**src/rtl/debug_pkg.sv**
```systemverilog
// Shared types and helpers for the debug snapshot serializer and its byte mux.
package debug_pkg;

  typedef enum logic [2:0] {
    ST_IDLE,
    ST_HDR,
    ST_CNT,
    ST_LOAD,
    ST_WAIT,
    ST_NEXT,
    ST_DONE
  } state_t;

  localparam logic [7:0] HEADER_BYTE_DEF = 8'hA5;

  function automatic int bpw_of(input int width);
    return (width + 7) / 8;
  endfunction

  // Index width that stays at least one bit for single-entry ranges.
  function automatic int idx_w(input int n);
    return (n > 1) ? $clog2(n) : 1;
  endfunction

endpackage

```
**src/rtl/snapshot_byte_mux.sv**
```systemverilog
// Combinational picker of one byte from a flattened word bus, zero-padded at
// the MSB end, with selectable most- or least-significant-first ordering.
module snapshot_byte_mux
  import debug_pkg::*;
#(
  parameter int NUM_WORDS  = 16,
  parameter int WORD_WIDTH = 32,
  parameter int MSB_FIRST  = 1,
  localparam int BPW  = bpw_of(WORD_WIDTH),
  localparam int IDXW = idx_w(NUM_WORDS),
  localparam int BIW  = idx_w(BPW)
) (
  input  logic [NUM_WORDS*WORD_WIDTH-1:0] snap_i,
  input  logic [IDXW-1:0]                 word_idx_i,
  input  logic [BIW-1:0]                  byte_idx_i,
  output logic [7:0]                      byte_o
);

  logic [WORD_WIDTH-1:0] word_w;
  logic [BPW*8-1:0]      padded_w;
  logic [BIW-1:0]        pos_w;

  always_comb begin
    word_w = '0;
    for (int i = 0; i < NUM_WORDS; i++) begin
      if (word_idx_i == IDXW'(i)) word_w = snap_i[i*WORD_WIDTH +: WORD_WIDTH];
    end
    padded_w = '0;
    padded_w[WORD_WIDTH-1:0] = word_w;
    // byte_idx_i counts transmission order; map it to a physical byte lane.
    pos_w = (MSB_FIRST != 0) ? (BIW'(BPW - 1) - byte_idx_i) : byte_idx_i;
    byte_o = '0;
    for (int b = 0; b < BPW; b++) begin
      if (pos_w == BIW'(b)) byte_o = padded_w[b*8 +: 8];
    end
  end

endmodule

```
**src/rtl/debug_snapshot_serializer.sv**
```systemverilog
// Freezes an N-word snapshot on request and streams it byte by byte to a UART
// transmitter with a start/done handshake, optionally framed by header+count.
module debug_snapshot_serializer
  import debug_pkg::*;
#(
  parameter int          NUM_WORDS   = 16,
  parameter int          WORD_WIDTH  = 32,
  parameter int          MSB_FIRST   = 1,
  parameter int          HEADER_EN   = 1,
  parameter logic [7:0]  HEADER_BYTE = HEADER_BYTE_DEF,
  localparam int BPW  = bpw_of(WORD_WIDTH),
  localparam int IDXW = idx_w(NUM_WORDS),
  localparam int BIW  = idx_w(BPW)
) (
  input  logic                            clk,
  input  logic                            rst,
  input  logic                            start,
  input  logic                            single_mode,
  input  logic [IDXW-1:0]                 word_sel,
  input  logic [NUM_WORDS*WORD_WIDTH-1:0] snap_in,
  input  logic                            abort,
  input  logic                            tx_done,
  output logic                            tx_start,
  output logic [7:0]                      tx_data,
  output logic                            busy,
  output logic                            frame_done,
  output logic [IDXW-1:0]                 cur_word
);

  localparam logic [7:0] CNT_ONE = 8'(BPW);
  localparam logic [7:0] CNT_ALL = 8'((NUM_WORDS * BPW) % 256);

  state_t                          state_q, state_d, phase_q, phase_d;
  logic [NUM_WORDS*WORD_WIDTH-1:0] snap_q, snap_d;
  logic [IDXW-1:0]                 cur_word_q, cur_word_d, last_word_q, last_word_d;
  logic [IDXW-1:0]                 sel_w;
  logic [BIW-1:0]                  byte_idx_q, byte_idx_d;
  logic                            single_q, single_d;
  logic [7:0]                      tx_data_q, mux_byte_w;

  snapshot_byte_mux #(
    .NUM_WORDS (NUM_WORDS),
    .WORD_WIDTH(WORD_WIDTH),
    .MSB_FIRST (MSB_FIRST)
  ) u_mux (
    .snap_i    (snap_q),
    .word_idx_i(cur_word_q),
    .byte_idx_i(byte_idx_q),
    .byte_o    (mux_byte_w)
  );

  // Out-of-range selects can only occur for non-power-of-two depths.
  assign sel_w    = (word_sel > IDXW'(NUM_WORDS - 1)) ? IDXW'(NUM_WORDS - 1) : word_sel;
  assign cur_word = cur_word_q;

  always_comb begin
    state_d     = state_q;
    phase_d     = phase_q;
    snap_d      = snap_q;
    cur_word_d  = cur_word_q;
    last_word_d = last_word_q;
    byte_idx_d  = byte_idx_q;
    single_d    = single_q;
    tx_start    = 1'b0;
    tx_data     = tx_data_q;
    busy        = (state_q != ST_IDLE) && (state_q != ST_DONE);
    frame_done  = 1'b0;

    unique case (state_q)
      ST_IDLE: begin
        if (start && !abort) begin
          snap_d      = snap_in;
          single_d    = single_mode;
          cur_word_d  = single_mode ? sel_w : '0;
          last_word_d = single_mode ? sel_w : IDXW'(NUM_WORDS - 1);
          byte_idx_d  = '0;
          state_d     = (HEADER_EN != 0) ? ST_HDR : ST_LOAD;
        end
      end
      ST_HDR: begin
        tx_start = 1'b1;
        tx_data  = HEADER_BYTE;
        phase_d  = ST_HDR;
        state_d  = ST_WAIT;
      end
      ST_CNT: begin
        tx_start = 1'b1;
        tx_data  = single_q ? CNT_ONE : CNT_ALL;
        phase_d  = ST_CNT;
        state_d  = ST_WAIT;
      end
      ST_LOAD: begin
        tx_start = 1'b1;
        tx_data  = mux_byte_w;
        phase_d  = ST_LOAD;
        state_d  = ST_WAIT;
      end
      ST_WAIT: begin
        if (tx_done) begin
          state_d = (phase_q == ST_HDR) ? ST_CNT :
                    (phase_q == ST_CNT) ? ST_LOAD : ST_NEXT;
        end
      end
      ST_NEXT: begin
        if (byte_idx_q == BIW'(BPW - 1)) begin
          byte_idx_d = '0;
          if (cur_word_q == last_word_q) begin
            state_d = ST_DONE;
          end else begin
            cur_word_d = cur_word_q + 1'b1;
            state_d    = ST_LOAD;
          end
        end else begin
          byte_idx_d = byte_idx_q + 1'b1;
          state_d    = ST_LOAD;
        end
      end
      ST_DONE: begin
        frame_done = 1'b1;
        state_d    = ST_IDLE;
      end
      default: state_d = ST_IDLE;
    endcase

    // Cancel beats every other event, including a coincident tx_done.
    if (abort) begin
      state_d    = ST_IDLE;
      tx_start   = 1'b0;
      busy       = 1'b0;
      frame_done = 1'b0;
    end
  end

  always_ff @(posedge clk or negedge rst) begin
    if (!rst) begin
      state_q     <= ST_IDLE;
      phase_q     <= ST_IDLE;
      snap_q      <= '0;
      cur_word_q  <= '0;
      last_word_q <= '0;
      byte_idx_q  <= '0;
      single_q    <= 1'b0;
      tx_data_q   <= '0;
    end else begin
      state_q     <= state_d;
      phase_q     <= phase_d;
      snap_q      <= snap_d;
      cur_word_q  <= cur_word_d;
      last_word_q <= last_word_d;
      byte_idx_q  <= byte_idx_d;
      single_q    <= single_d;
      tx_data_q   <= tx_data;
    end
  end

endmodule

```
**config.mk**
```make
export PLATFORM = sky130hd
export DESIGN_NAME = debug_snapshot_serializer
export DESIGN_NICKNAME = d
export VERILOG_FILES = /design/src/rtl/debug_pkg.sv /design/src/rtl/snapshot_byte_mux.sv /design/src/rtl/debug_snapshot_serializer.sv
export SDC_FILE = /design/constraint.sdc
export NUM_CORES = 1
export LEC_CHECK = 0
export CORE_MARGIN = 4
export CORE_UTILIZATION = 47
export CTS_BUF_LIST = sky130_fd_sc_hd__clkbuf_16
export DETAILED_ROUTE_END_ITERATION = 6
export GPL_TIMING_DRIVEN = 1
export PLACE_DENSITY_LB_ADDON = 0.1
export SLEW_MARGIN = 10
export SYNTH_ARGS = -nofsm -noshare
export SYNTH_HDL_FRONTEND = slang
export SYNTH_SLANG_ARGS = --single-unit
```
**constraint.sdc**
```tcl
create_clock -name clk -period 2.3 [get_ports clk]
set_input_delay 0.23 -clock clk [delete_from_list [all_inputs] [get_ports clk]]
set_output_delay 0.23 -clock clk [all_outputs]
set_load 0.02 [all_outputs]
```
Word-level counts from Yosys, hierarchy flattened

Cells that the tools add are included.

Flip-flop bits (word level): 537
Output and inout bits: 15
Logic and storage cells: 106

$add $sub $neg: 3
$lt $le $gt $ge: 1
Reductions and logical operators: 14
Eq/ne operators: 34
Muxes and demuxes: 46

Operators by type and width:

| kind                                                | number |
|---|---|
| 2-to-1 mux 32 bit                                   | 16 |
| equality test 4 bit, second input constant          | 8 |
| 2-to-1 mux 8 bit                                    | 4 |
| 2-to-1 mux 4 bit                                    | 6 |
| case mux 8 bit (3 select lines)                     | 1 |
| 2-to-1 mux 3 bit                                    | 7 |
| equality test 4 x 3 -> 1 bit, second input constant | 4 |
| case mux 3 bit (4 select lines)                     | 1 |
| equality test 3 x 2 -> 1 bit, second input constant | 3 |
| equality test 3 bit, second input constant          | 3 |
| != test 3 bit, second input constant                | 3 |
| case mux 3 bit (3 select lines)                     | 1 |
| equality test 4 x 2 -> 1 bit, second input constant | 2 |
| case mux 4 bit (2 select lines)                     | 1 |
| 2-to-1 mux 7 bit                                    | 1 |
| equality test 2 bit, second input constant          | 3 |
| equality test 3 x 1 -> 1 bit, second input constant | 2 |
| != test 2 bit, second input constant                | 3 |
| AND reduction 2 bit                                 | 3 |
| nonzero test 3 bit                                  | 2 |
| 2-to-1 mux 1 bit                                    | 5 |
| adder 4 x 1 -> 4 bit, second input constant         | 1 |
| equality test 4 x 1 -> 1 bit, second input constant | 1 |
| equality test 4 bit                                 | 1 |
| 14 further kinds                                    | 16 |

Logic depth before layout (Yosys ltp)

Word-level depth: 22
Gate-level depth with buffers: 13
Depth with buffers taken out: 9

By module

A second synthesis with hierarchy kept.

Cells, all modules: 3109
Area, all modules: 25991.2 µm²

By module, submodules not included:

| module                    | area each (µm²) | seq. area each (µm²) | instances | cells each |
|---|---|---|---|---|
| debug_snapshot_serializer | 20624.8         | 13412.9              | 1         | 2297 |
| snapshot_byte_mux         | 5366.4          | 0.0                  | 1         | 812 |

Least setup slack after synthesis

No wires, ideal clock.

Path type: reg2out
From: reg cur_word_q[0] (netlist: cur_word[0])
To: out tx_data[0]
Cell stages (with the launch flop): 13
Path buffers: 3
Arrival time: 2.803 ns
Path slack: -0.733 ns
Data required time: 2.070 ns
Path through: dfrtp_1 > inv_1 > ha_1 > buf_6 > buf_6 > buf_2 > nand2_2 > o21ai_1 > a2bb2oi_1 > nor3_1 > a2111oi_2 > o211ai_1 > a311oi_1

Cells in the longest elaborated chain, start to end: 22

Ends and longest elaborated chain:

| element                             | RTL line                         | RTL |
|---|---|---|
| from (decl)                         | debug_snapshot_serializer.sv:35  | `logic [IDXW-1:0] cur_word_q, cur_word_d, last_word_q, last_word_d;` |
| from (signal assigned)              | debug_snapshot_serializer.sv:148 | `cur_word_q <= cur_word_d;` |
| zero test 4 bit                     | snapshot_byte_mux.sv:26          | `if (word_idx_i == IDXW'(i)) word_w = snap_i[i*WORD_WIDTH +: WORD_WIDTH];` |
| 2-to-1 mux 32 bit (15 in series)    | snapshot_byte_mux.sv:26          |  |
| 2-to-1 mux 32 bit (*)               | snapshot_byte_mux.sv:26          |  |
| 2-to-1 mux 8 bit (3 in series)      | snapshot_byte_mux.sv:34          | `if (pos_w == BIW'(b)) byte_o = padded_w[b*8 +: 8];` |
| 2-to-1 mux 8 bit (*)                | snapshot_byte_mux.sv:34          |  |
| case mux 8 bit (3 select lines) (*) | debug_snapshot_serializer.sv:69  | `unique case (state_q)` |
| to (decl)                           | debug_snapshot_serializer.sv:24  | `output logic [7:0] tx_data,` |

Mark *: on every way between the ends. The rest lies on a longest branch, timed or not.

Worst setup path after layout

From: reg cur_word_q[0] (netlist: cur_word[0])
To: out tx_data[4]

The elaborated chain is that of the path after synthesis.

==> impl_metrics.toml <==
[run_status]
violations = "negative setup slack"
status = "complete, but fails checks"

[cells_and_area]
final_util_pct = 70.7
finalNetCount = 4554
antenna-diode-count = 0
drive_gt1_share_pct = 18.8
final_cell_count_no_fill = 4758
syn_to_final_growth_pct = 48.4

[global_routing]
grt_antenna_before_repair = 3
grt_pass1_vias = 28200
grt_use_total_pct = 40.4
use_met1_pct = 55.2
met3_usage_pct = 8.87
grt_first_pass_wirelength_um = 180000
met2_usage_pct = 64.1
overflow = 0
grt_max_degree = 124
top_usage_layer = "met2"

[critical_path]
cpMostUsedCell = "buf_4"
regToRegEndpoint = "tx_data_q[4]"
path_class = "reg2out"
startpoint_type = "register"
crit_buf_inv = 7
crit_required_ns = 2.07
rrSetupSlack_ns = -0.58
cp_max_fo = 6
startpoint = "cur_word[0]"
critPathArrivalTime_ns = 3.55
max_stage_delay_ns = 0.48
timing.rr.start = "cur_word[0]"
slowest_stage = "dfrtp_2"
rr_worst_depth = 13
crit_chain = "inv_4, ha_4, buf_12, clkbuf_16, nor2_4, buf_4, o21ai_0, a21oi_2, a311oi_2, buf_4, o311a_4, o31ai_2, buf_4, buf_4"
end_kind = "output pin"
crit_family = "buffers and inverters"

[die]
dieArea_um2 = 58500
ios = 537
fp.dieW_um = 242
rows = 85
initial_core_util_pct = 47.6
die_h_um = 242
coreArea_um2 = 54000

[detailed_routing]
drt-wirelength-per-cell_um = 25.8
via_per_inst = 5.91
dr.pass1.iters = 6
vias = 28100
first_iter_violations = 3241
drcViolationCount = 0
ant_nets = 0
wl_um = 123000

[clock_network]
cts_buffers = 55
clockBufferDepth = 3
cts_tree = "built"
ctsRootBufferMaster = "clkbuf_16"
cts.sinks = 536
path_clk_slew_ns = 0.07
htree_levels = 2
clock_latency_ns = 0.63

[yosys]
synth-edff-count = 0
async_reset_ff_share_pct = 100
yosys.cell_types.count = 80
synth_ff_type = "dfrtp_1"
yosys.area.top_type_share_pct = 52.1
syn_nets = 3727
synth.ff_latch_count = 536
yosys_warnings = 0
seq_area_frac_synth_pct = 52.1
syn_avg_cell_area_um2 = 8.05
syn_inst = 3196
synth_area_leaders = "dfrtp_1, nand2_1, a21oi_1, o21ai_0, clkbuf_1"
yosys.area.top_type = "dfrtp_1"
synth_area_um2 = 25700

[timing]
hold_viol_final = 0
setup_slack_ns = -1.48
min_period_over_period_pct = 165
period_minus_slack_ns = 3.78
drv_slew = 0
max_slew_margin_pct = 56.4
clock.fmax_mhz = 264
tightest_slew_ns = 0.654
rsz0062_at_grt = "true"
fin_hold_ws_ns = 0.131
final.setup_skew_ns = 0.0349
setup_viol = 16

[place]
place_congestion = 1.04
dp_hpwl_um = 95100
portBuffers = 536
placedCellCount = 4616

[hold_path]
min_path_type = "in2reg"
min_from = "snap_in[508]"
min_to = "snap_q[508]"
holdPathStages = 3

[pwr]
power_mw = 55.2
p_leak_nw = 18.4
ir_drop_uv = 897
pwr_density_cell_nw_per_um2 = 1440

[job]
drv_cap = 0
[sequential cells by signal, indices dropped and copies added, names as in the netlist]
register / flops
cur_word: 4
byte_idx_q: 2
state_q: 3
snap_q: 512
tx_data_q: 8
phase_q: 2
single_q: 1
last_word_q: 4
[synthesized netlist by cell type, types with 5 or more instances]
cell and number:
o31ai_1 9, a211oi_1 20, o2111ai_1 10, nand2_1 1623, buf_6 15, a221oi_1 39, nor3_1 18, a21o_1 5
a21oi_1 137, a2111oi_0 8, nor2_1 73, o2bb2ai_1 7, a22oi_1 48, buf_1 10, a311oi_1 6, o22ai_1 52
buf_2 59, nor2b_1 12, and3_1 5, buf_4 7, ha_1 9, o21a_1 14, nand2b_1 13, clkbuf_1 142
o21ai_0 118, o221ai_1 13, a31oi_1 17, a22o_1 12, a221o_1 12, nand3_1 26, a32oi_1 9, o211ai_1 9
o21ai_1 6, dfrtp_1 536, inv_1 17
[layout make-up]
cell class | count | area [um^2]
inverters | 20 | 88.8
multi-input cells | 2406 | 12300
clock buffers | 57 | 1430
flip-flops and latches | 536 | 13400
clock inverters | 39 | 303
well taps | 696 | 871
repair buffers | 1004 | 9730
fillers | 3940 | 15800
[worst max-delay path by stage]
stage,end,slack (ns),cells after the start
after floorplan,tx_data[1],-0.49,11
after global placement,tx_data[2],-1.53,14
after detailed placement,tx_data[2],-1.56,14
after CTS,tx_data[0],-1.47,13
after global routing,tx_data[4],-1.51,14
final,tx_data[4],-1.48,14
[power by group]
group	internal [mW]	total (mW)	switching, mW
registers	13.8	18.3	4.43
clock network	4.92	8.82	3.90
logic	12.1	28.1	16.0
[worst register-to-register path, cell delays in order (launching register included)]
cell and delay, ns:
dfrtp_2 0.48, inv_4 0.07, ha_4 0.19, buf_12 0.14
clkbuf_16 0.16, nor2_4 0.19, buf_4 0.17, o21ai_0 0.12
a21oi_2 0.23, a311oi_2 0.06, buf_4 0.20, o311a_4 0.36
o31ai_2 0.25, buf_4 0.16
[metal layers]
metal,share of wire [%],wire (um)
met4,4.3,5240
met5,0.015,18
met1,40,49100
met3,10,12300
met2,46,56100
[through the flow]
step | instance area, um^2 | worst slack (ns) | setup TNS, ns
floorplan | 26000 | -0.495 | -3.30
global placement | 34800 | -1.53 | -15.35
detailed placement | 34800 | -1.56 | -15.88
CTS | 37500 | -1.47 | -15.12
global route | 38200 | -1.51 | -15.98
finish | 38200 | -1.48 | -15.23
[layout by cell type, fill, tap and decap left out, types with 11 or more instances in the layout]
cell type	instances
a22oi_1	35
nand2_1	1620
a21oi_1	119
buf_6	32
a221oi_1	18
nor2_1	64
a22oi_2	14
a221oi_2	17
buf_12	48
a31oi_1	14
inv_1	20
clkbuf_16	61
dfrtp_1	532
o21ai_0	92
buf_4	382
clkdlybuf4s50_1	524
o21ai_1	21
nand3_1	22
a21oi_2	14
o22ai_1	41
a221o_1	12
o21a_1	14
clkinv_2	14
a211oi_1	11
[logic make-up (layout without fill, tap and decap cells)]
family / Yosys count / after routing / share of synthesized area [%]
compound gates: 594 / 594 / 15.5
buf+inv: 254 / 1120 / 4.54
mux: 1 / 1 / 0.0389
xor+xnor: 4 / 4 / 0.136
flops: 536 / 536 / 52.1
simple gates: 1798 / 1798 / 27.2
fa+ha+maj: 9 / 9 / 0.438
[what timing repair did]
| action | in CTS | in global routing |
|---|---|---|
| gates resized for setup | 180 | 103 |
| hold buffers | 1 | 0 |
| hold endpoints to repair | 43 | 0 |
| buffers inserted | 35 | 12 |
| endpoints found under the setup margin | 19 | 19 |
| gates cloned | 1 | 4 |
| pin swaps | 50 | 44 |
(Power assumes the default switching activity.)
